[config.mk]
export PLATFORM = sky130hd
export DESIGN_NAME = hd44780_ram_scanner
export DESIGN_NICKNAME = d
export VERILOG_FILES = /design/src/rtl/hd44780_ram_scanner.sv
export SDC_FILE = /design/constraint.sdc
export NUM_CORES = 1
export LEC_CHECK = 0
export ABC_CLOCK_PERIOD_IN_PS = 2500
export CORE_AREA = 2 2 60 62
export DETAILED_ROUTE_END_ITERATION = 10
export DIE_AREA = 0 0 62 64
export GPL_TIMING_DRIVEN = 0
export PLACE_DENSITY_LB_ADDON = 0.08
export SYNTH_ARGS = -nofsm -noshare
export SYNTH_HDL_FRONTEND = slang
export SYNTH_SLANG_ARGS = --single-unit
[constraint.sdc]
create_clock -name clk -period 2.5 [get_ports clk]
set_input_delay 0.5 -clock clk [delete_from_list [all_inputs] [get_ports clk]]
set_output_delay 0.5 -clock clk [all_outputs]
set_load 0.01 [all_outputs]
[src/rtl/hd44780_ram_scanner.sv]
// LCD refresh sequencer: walks ROWS x COLS chars out of hd44780_ram and emits
// set-DDRAM-address commands plus char bytes on a valid/ready stream.
// Ports: clk, rst_n, start, busy, frame_done, raddr (to RAM), rdata (from RAM),
//        out_valid, out_ready, out_rs (0 cmd / 1 data), out_byte.
module hd44780_ram_scanner #(
  parameter int ADDR_WIDTH = 9,
  parameter int DATA_WIDTH = 8,
  parameter int ROWS       = 2,
  parameter int COLS       = 16,
  parameter int BASE_ADDR  = 0
) (
  input  logic                  clk,
  input  logic                  rst_n,
  input  logic                  start,
  output logic                  busy,
  output logic                  frame_done,
  output logic [ADDR_WIDTH-1:0] raddr,
  input  logic [DATA_WIDTH-1:0] rdata,
  output logic                  out_valid,
  input  logic                  out_ready,
  output logic                  out_rs,
  output logic [7:0]            out_byte
);

  typedef enum logic [2:0] {
    S_IDLE,
    S_CMD,
    S_FETCH,
    S_LATCH,
    S_DATA,
    S_DONE
  } state_t;

  localparam logic [1:0] ROW_LAST = 2'(ROWS - 1);
  localparam logic [5:0] COL_LAST = 6'(COLS - 1);
  localparam logic [ADDR_WIDTH-1:0] BASE = ADDR_WIDTH'(BASE_ADDR);

  state_t state, state_n;
  logic [1:0] row, row_n;
  logic [5:0] col, col_n;
  logic [ADDR_WIDTH-1:0] raddr_n;
  logic [7:0] byte_n;
  logic rs_n;
  logic xfer;

  // Row start offsets in DDRAM for 1..4 line panels.
  function automatic logic [7:0] row_cmd(input logic [1:0] r);
    logic [7:0] c;
    case (r)
      2'd0:    c = 8'h80;
      2'd1:    c = 8'hC0;
      2'd2:    c = 8'h94;
      default: c = 8'hD4;
    endcase
    return c;
  endfunction

  // Linear RAM address; wraps silently at 2^ADDR_WIDTH.
  function automatic logic [ADDR_WIDTH-1:0] addr_of(
    input logic [1:0] r,
    input logic [5:0] c
  );
    logic [31:0] lin;
    lin = 32'(BASE_ADDR) + 32'(r) * 32'(COLS) + 32'(c);
    return lin[ADDR_WIDTH-1:0];
  endfunction

  assign xfer       = out_valid && out_ready;
  assign busy       = (state != S_IDLE);
  assign frame_done = (state == S_DONE);
  assign out_valid  = (state == S_CMD) || (state == S_DATA);

  always_comb begin
    state_n = state;
    row_n   = row;
    col_n   = col;
    raddr_n = raddr;
    byte_n  = out_byte;
    rs_n    = out_rs;
    case (state)
      S_IDLE: begin
        if (start) begin
          state_n = S_CMD;
          row_n   = 2'd0;
          col_n   = 6'd0;
          byte_n  = row_cmd(2'd0);
          rs_n    = 1'b0;
        end
      end
      S_CMD: begin
        if (xfer) begin
          state_n = S_FETCH;
          raddr_n = addr_of(row, col);
        end
      end
      S_FETCH: state_n = S_LATCH;
      S_LATCH: begin
        state_n = S_DATA;
        byte_n  = rdata[7:0];
        rs_n    = 1'b1;
      end
      S_DATA: begin
        if (xfer) begin
          if (col != COL_LAST) begin
            col_n   = col + 6'd1;
            state_n = S_FETCH;
            raddr_n = addr_of(row, col + 6'd1);
          end else begin
            col_n = 6'd0;
            if (row != ROW_LAST) begin
              row_n   = row + 2'd1;
              state_n = S_CMD;
              byte_n  = row_cmd(row + 2'd1);
              rs_n    = 1'b0;
            end else begin
              state_n = S_DONE;
            end
          end
        end
      end
      S_DONE:  state_n = S_IDLE;
      default: state_n = S_IDLE;
    endcase
  end

  always_ff @(posedge clk or negedge rst_n) begin
    if (!rst_n) begin
      state    <= S_IDLE;
      row      <= 2'd0;
      col      <= 6'd0;
      raddr    <= BASE;
      out_byte <= 8'h00;
      out_rs   <= 1'b0;
    end else begin
      state    <= state_n;
      row      <= row_n;
      col      <= col_n;
      raddr    <= raddr_n;
      out_byte <= byte_n;
      out_rs   <= rs_n;
    end
  end

  if (DATA_WIDTH > 8) begin : g_hi
    logic unused_hi;
    assign unused_hi = ^rdata[DATA_WIDTH-1:8];
  end

endmodule

# == Word level (Yosys, flattened, before mapping) ==
# Index checks and enable logic that the tools add are counted.
# classes
eq_ne,15
n_reduce_logical,13
n_addsub,4
n_mux,30
# ops
cell,n
2-to-1 mux 8 bit,4
2-to-1 mux 9 bit,3
one-hot mux 8 bit (3 select lines),1
one-hot mux 7 bit (3 select lines),1
2-to-1 mux 6 bit,3
one-hot mux 9 bit (2 select lines),1
2-to-1 mux 3 bit,5
one-hot mux 3 bit (5 select lines),1
adder 6 x 6 -> 7 bit,2
one-hot mux 6 bit (2 select lines),1
AND reduction 5 bit,2
2-to-1 mux 2 bit,4
"inequality test 2 bit, second input constant",4
"adder 6 x 1 -> 6 bit, second input constant",1
"== test 3 x 2 -> 1 bit, second input constant",2
"== test 3 bit, second input constant",2
"inequality test 2 x 1 -> 1 bit, second input constant",3
"inequality test 6 x 4 -> 1 bit, second input constant",1
AND reduction 3 bit,2
nonzero test 3 bit,2
2-to-1 mux 1 bit,4
one-hot mux 2 bit (2 select lines),1
AND reduction 4 bit,1
nonzero test 2 bit,2
other kinds (9),9
# totals
elab_cells,68
reg_bits,29

# == Logic depth before layout (Yosys ltp) ==
# Gate-level depths: netlist of the first run.
# logic_depth
depth_word,7
mapped_depth,9

# == Least setup slack after synthesis of the first run ==
# Ideal clock, no wire load.
# synth_path
path_type,reg-to-reg
startpoint,register state[1]
endpoint,register raddr[5]
path_buffers,2
setup_time_ns,0.123
t_arrival_ns,2.009
setup_slack_ns,0.368
path_stages_with_launch,10
path_cell_list,dfrtp_1 > clkbuf_1 > or3b_1 > clkbuf_1 > nor2_1 > xor2_1 > ha_1 > inv_1 > fa_1 > mux2i_1
# synth_via
elab_chain_cells,5
elab_cells_between_ends,10
cone_classes,5 x eq/ne; 1 x mux; 4 x reduce/logical
# synth_lines
element,line_no,rtl
"start, declared",38,"state_t state, state_n;"
"start signal, assigned",135,state <= state_n;
== test 3 x 1 -> 1 bit or == test 3 bit (tied branches),"71, 80",
logical OR 1 bit,71,assign out_valid = (state == S_CMD) || (state == S_DATA);
logical AND 1 bit,68,assign xfer = out_valid && out_ready;
inequality test 2 bit (no line),--,
AND reduction 4 bit (no line),--,
"end signal, assigned",138,raddr <= raddr_n;
"end, declared",17,"output logic [ADDR_WIDTH-1:0] raddr,"
# Several ways; a longest one is shown, not always the timed one.
# A chain may end at the register's enable or synchronous reset.

# == Worst setup path in the final report of the first run ==
# layout_path
startpoint,register state[2]
endpoint,output port busy
# layout_via
elab_chain_cells,1
# layout_lines
element,line_no,rtl
nonzero test 3 bit,69,assign busy = (state != S_IDLE);
"end, declared",15,"output logic busy,"
# No other way between the ends.

==> metrics.md, run 1 <==
| Metric | Value |
|---|---|
| Layout cells sized above 1 | `15.2%` |
| DR vias/cell | `5.33` |
| Max Clock Skew | `0.00703 ns` |
| CTS H-Tree Depth | `1` |
| Die area | `3970 sq um` |
| Largest net degree at the start of global routing | `28` |
| GRT overflow | `0` |
| Primary FF master, synth | `dfrtp_1` |
| VDD IR max | `0.000403 V` |
| TritonCTS Sinks | `27` |
| Pwr Total | `1.56 mW` |
| Insertion delay to the later sink of the worst-skew pair | `0.33 ns` |
| Boundary Pins | `33` |
| Post-CTS Setup Bufs | `0` |
| Chip width | `62 microns` |
| TritonCTS buffer count | `3` |
| Worst Hold Class | `input port to async pin` |
| Initial Utilization | `46.1%` |
| Via count | `1194` |
| Leak | `0.839 nW` |
| First-pass GRT wire length | `5620 microns` |
| GR Util All Layers | `18.2%` |
| Reg2Reg Setup Slack | `0.20 ns` |
| CTS tree | `built` |
| Async S/R FF share, synth | `100%` |
| Post-synth EDFFs | `0` |
| Tcrit/Tclk final | `94.5%` |
| Row count | `21` |
| Worst reg2reg endpoint | `raddr[5]$_DFFE_PN0P_` |
| Yosys warns | `0` |
| Antenna violations before repair | `0` |
| Unrepaired setup endpoints after global routing | `no` |
| Mapped cell area | `1510 sq um` |
| Fmax | `423 MHz` |
| Run status | `finished clean` |
| Seq cells post-synth | `27` |
| Hold Fails Final Rpt | `0` |
| Post-DRT Antenna Nets | `0` |
| CP Data Arrival Time | `1.86 ns` |
| Worst r2r src | `state[0]$_DFFE_PN0P_` |
| Routed wire per std cell | `14.1 microns` |
| R2R depth | `8` |
| Slew Limit Fails | `0` |
| Final core utilization | `57.5%` |
| Fin Hold WS | `0.165 ns` |
| Starting DRT DRC Count | `69` |
| Synth area leader | `dfrtp_1` |
| # port buffers | `29` |
| DRC | `0` |
| CORE AREA | `3280 sq um` |
| Nets@finish | `197` |
| Total wire length | `3150 microns` |
| Antenna diodes | `0` |
| Fill cells | `291` |
| Layout area overhead | `24.8%` |
| Worst-path fanout max | `10` |
| Vias in the first global route | `1247` |
| GPL Wtd Cong | `0.780` |
| WS Path Type | `flop to output port` |
| Clock Path Buffers | `2` |
| Synth top area cells | `dfrtp_1 (45%), mux2_4 (5.0%), o21ai_0 (4.3%), ha_1 (4.1%), inv_1 (2.5%)` |
| Crit end category | `output port` |
| Max Cap Viol | `0` |
| Slew headroom | `58.2%` |
| Cells after Synth | `146` |
| Setup-failing EPs final | `0` |
| First-pass DRT Iterations | `4` |
| Setup TNS | `0 ns` |
| Worst-Margin Slew | `0.628 ns` |
| Hpwl dp | `2260 microns` |
| Sequential share of the synthesized area | `44.6%` |
| Syn_area_per_cell | `10.4 sq um` |
| WP data required | `2.00 ns` |
| Die Height | `64 microns` |
| Worst-path clk slew | `0.16 ns` |
| Post-synth top cells | `dfrtp_1 (27), o21ai_0 (13), inv_1 (10), nand2_1 (10)` |
| Min Tclk post-route | `2.36 ns` |
| Unique masters post-synth | `43` |
| Count leader, synth | `dfrtp_1` |
| Setup crit start kind | `flop` |
| Total power divided by cell area | `827 nW/um^2` |
| Root buf cell | `clkbuf_4` |
| Synth top area share | `44.6%` |
## worst max path at each step
stage | startpoint | end | slack, ns | cells past startpoint
2_1_floorplan | state[1]$_DFFE_PN0P_ | raddr[5]$_DFFE_PN0P_ | 0.37 | 9
3_3_place_gp | state[1]$_DFFE_PN0P_ | raddr[5]$_DFFE_PN0P_ | 0.16 | 9
3_5_place_dp | state[1]$_DFFE_PN0P_ | raddr[5]$_DFFE_PN0P_ | 0.12 | 9
4_1_cts | state[1]$_DFFE_PN0P_ | raddr[5]$_DFFE_PN0P_ | 0.08 | 9
5_1_grt | state[2]$_DFFE_PN0P_ | busy | 0.04 | 3
6_report | state[2]$_DFFE_PN0P_ | busy | 0.14 | 3
## logic make-up after synthesis
group | share of synthesized area (%)
buffers and inverters | 6.69
multiplexers | 8.51
AND/OR/NAND/NOR | 16.0
XOR/XNOR | 2.89
other | 0.248
AO/OA/AOI/OAI | 15.5
flip-flops | 44.6
adder cells (fa/ha/maj) | 5.45
## critical path: stages (launching register included)
cell and delay (ns):
dfrtp_1 0.47, clkbuf_2 0.21, or3_1 0.38, clkdlybuf4s50_1 0.48
## layout by cell type, fill, tap and decap left out, types with 2 or more instances in the layout
| cell | instances |
|---|---|
| a21o_1 | 3 |
| a21oi_1 | 5 |
| a22o_1 | 4 |
| a32o_1 | 2 |
| and3b_1 | 3 |
| buf_2 | 4 |
| buf_4 | 3 |
| clkbuf_4 | 3 |
| clkdlybuf4s50_1 | 28 |
| conb_1 | 2 |
| dfrtp_1 | 27 |
| ha_1 | 5 |
| inv_1 | 10 |
| mux2_2 | 3 |
| mux2_4 | 5 |
| mux2i_1 | 2 |
| nand2_1 | 10 |
| nand2b_1 | 3 |
| nand3_1 | 5 |
| nor2_1 | 5 |
| nor2b_1 | 2 |
| o21ai_0 | 13 |
| or3_1 | 3 |
| xnor2_1 | 4 |
## cell type report
type                       instances  area (sq um)  share of cell area (%)
sequential                        27           676                    35.8
clock buffer                       3          22.5                    1.19
multi-input combinational         99           746                    39.5
tap                               46          57.6                    3.05
buffer                             9          57.6                    3.05
clock inverter                     1          7.51                   0.397
timing repair buffer              29           285                    15.1
inverter                          10          37.5                    1.99
## per-layer routing
metal / GRT usage, % / routed length, microns
met1: 24.4 / 1370
met3: 2.23 / 134
met2: 30.5 / 1620
met4: 4.52 / 28
met5: 0 / 0
## registers in the layout, summed over array words and instances (netlist names)
name and flops:
col 6, out_byte 8, out_rs 1, raddr 7, row 2, state 3
## power by group
group | internal [mW] | switching (mW)
clock | 0.0611 | 0.135
combinational | 0.399 | 0.352
sequential | 0.534 | 0.0818
total | 0.994 | 0.569
## what timing repair did
action                     in CTS  in global routing
hold endpoints to repair        0                  0
hold buffers                    0                  0
setup endpoints to repair       0                  4
gates resized for setup         0                  3
## stage by stage
step	setup slack (ns)	area [sq um]	instances
after global routing	0.0445	1890	224
after CTS	0.0830	1900	226
after floorplan	0.368	1520	147
after detailed placement	0.116	1870	222
final	0.137	1890	224
after global placement	0.164	1870	222
Power figures use the tool's default switching activity.
==> run 2: changes to the inputs <==
CTS_CLUSTER_SIZE = 8   (was default)
==> results of run 2 <==
Final layout, timing and power as in run 1 (identical DEF).
==> run 3: changes to the inputs <==
CORE_AREA = 2 2 75 77   (was 2 2 60 62)
DIE_AREA = 0 0 77 79   (was 0 0 62 64)
==> metrics.md, run 3 (synthesized netlist as in run 1, its figures left out) <==
| Metric | Value |
|---|---|
| Post-DRT Antenna Nets | `0` |
| Hold Fails Final Rpt | `0` |
| Tcrit/Tclk final | `92.9%` |
| Root buf cell | `clkbuf_8` |
| GR Util All Layers | `12.1%` |
| Insertion delay to the later sink of the worst-skew pair | `0.27 ns` |
| NetSw | `578 uW` |
| Total power divided by cell area | `838 nW/um^2` |
| DR vias/cell | `4.71` |
| CP Data Arrival Time | `2.49 ns` |
| Run status | `finished clean` |
| GRT overflow | `0` |
| Leak | `0.846 nW` |
| Sw Share | `35.5%` |
| Hold buffers post-CTS | `0` |
| Slew Limit Fails | `0` |
| Crit end category | `flop` |
| Worst Hold Class | `input port to async pin` |
| Setup TNS | `0 ns` |
| Flop pwr share | `37.9%` |
| Share of power burned in combinational logic | `46.8%` |
| DRC | `0` |
| Unrepaired setup endpoints after global routing | `no` |
| Post-placement cell area | `1900 sq um` |
| First-pass GRT wire length | `5820 microns` |
| Top reg by flops | `out_byte` |
| Post-CTS Setup Bufs | `0` |
| Setup-failing EPs final | `0` |
| Antenna violations before repair | `0` |
| # resized after CTS | `0` |
| Commonest non-fill, non-tap cell in the layout | `clkdlybuf4s50_1` |
| VDD IR max | `0.000322 V` |
| Fill cells | `575` |
| Worst-path fanout max | `10` |
| Worst-Margin Slew | `0.613 ns` |
| Final Instance Area | `1940 sq um` |
| Total wire length | `3330 microns` |
| Clock share of power | `15.4%` |
| Largest net degree at the start of global routing | `28` |
| Chip width | `77 microns` |
| Max Clock Skew | `0.00490 ns` |
| CORE AREA | `5340 sq um` |
| Flip-flop count of the largest register after layout | `8` |
| Die area | `6080 sq um` |
| TritonCTS Sinks | `27` |
| Fmax | `431 MHz` |
| Worst-path clk slew | `0.09 ns` |
| Delay-heaviest family, CP | `adder cells` |
| CP bufs+invs | `3` |
| Slew headroom | `59.1%` |
| Final core utilization | `36.3%` |
| Max Cap Viol | `0` |
| Initial Utilization | `28.4%` |
| Pint | `1.05 mW` |
| Layout cells sized above 1 | `14.0%` |
| Nets@finish | `198` |
| Setup crit start kind | `flop` |
| Via count | `1183` |
| Vias in the first global route | `1172` |
| Largest registers | `out_byte x8, raddr x7, col x6` |
| CTS H-Tree Depth | `1` |
| Layout area overhead | `28.1%` |
| CTS tree | `built` |
| WS Path Type | `flop to flop` |
| Min Tclk post-route | `2.32 ns` |
| Boundary Pins | `33` |
| Clock Path Buffers | `2` |
| Commonest non-fill, non-tap cells in the layout | `clkdlybuf4s50_1 (28), dfrtp_1 (27), o21ai_0 (13), inv_1 (10), nand2_1 (10)` |
| GPL Wtd Cong | `0.792` |
| Antenna diodes | `0` |
| Row count | `27` |
| Crit-path slowest cell | `fa_1` |
| TritonCTS buffer count | `3` |
| Pwr Total | `1.63 mW` |
| Routed wire per std cell | `13.2 microns` |
| First-pass DRT Iterations | `4` |
| Die Height | `79 microns` |
| Hpwl dp | `2400 microns` |
| Critical path, cell by cell | `buf_2 > or3b_1 > clkbuf_1 > nor2_1 > xor2_1 > ha_1 > inv_1 > fa_1 > mux2i_1` |
| Starting DRT DRC Count | `54` |
| # port buffers | `29` |
| Delay of the slowest critical-path stage | `0.47 ns` |
| WP data required | `2.67 ns` |
run 3: power groups by stage:
stage	sequential (mW)	clock, mW	combinational [mW]
final	0.615	0.250	0.760
after CTS	0.600	0.267	0.787
after global placement	0.604	0	0.771
after global routing	0.637	0.287	0.834
after detailed placement	0.608	0	0.784
after floorplan	0.630	0	0.436
run 3: area by class of cell:
class                           count  area [sq um]  share of cell area [%]
Clock buffer                        4          45.0                    2.32
Buffer                             10          60.1                    3.10
Multi-Input combinational cell     99           746                    38.5
Sequential cell                    27           676                    34.8
Inverter                           10          37.5                    1.94
Tap cell                           72          90.1                    4.65
Timing Repair Buffer               29           285                    14.7
run 3: final timing paths:
kind / startpoint / to / slack (ns) / cells after the start
max reg2reg: state[0]$_DFFE_PN0P_ / raddr[5]$_DFFE_PN0P_ / 0.18 / 9
max in group asynchronous: rst_n / out_byte[3]$_DFFE_PN0P_ / 1.87 / 1
min reg2reg: out_rs$_DFFE_PN0P_ / out_rs$_DFFE_PN0P_ / 0.48 / 1
min in group clk: out_rs$_DFFE_PN0P_ / out_rs$_DFFE_PN0P_ / 0.48 / 1
max: state[0]$_DFFE_PN0P_ / raddr[5]$_DFFE_PN0P_ / 0.18 / 9
min: rst_n / raddr[2]$_DFFE_PN0P_ / 0.23 / 1
run 3: worst register-to-register path: cells and delay by family, from the launching register on:
kind | cells | cell delay [ns]
adder cells (fa/ha/maj) | 2 | 0.63
AND/OR/NAND/NOR | 2 | 0.52
buffers and inverters | 3 | 0.43
flip-flops | 1 | 0.40
XOR/XNOR | 1 | 0.18
multiplexers | 1 | 0.06
run 3: per-layer routing:
| layer | GRT usage (%) | wire length, microns |
|---|---|---|
| met1 | 15.5 | 1480 |
| met4 | 3.39 | 32 |
| met2 | 20.1 | 1630 |
| met5 | 0 | 0 |
| met3 | 3.18 | 174 |
run 3: stage by stage:
stage | instances | hold slack (ns) | setup slack (ns)
floorplan | 147 | 0.204 | 0.368
global placement | 248 | 0.464 | 0.148
detailed placement | 248 | 0.470 | 0.157
CTS | 252 | 0.488 | 0.122
global route | 251 | 0.277 | 0.0243
finish | 251 | 0.225 | 0.177
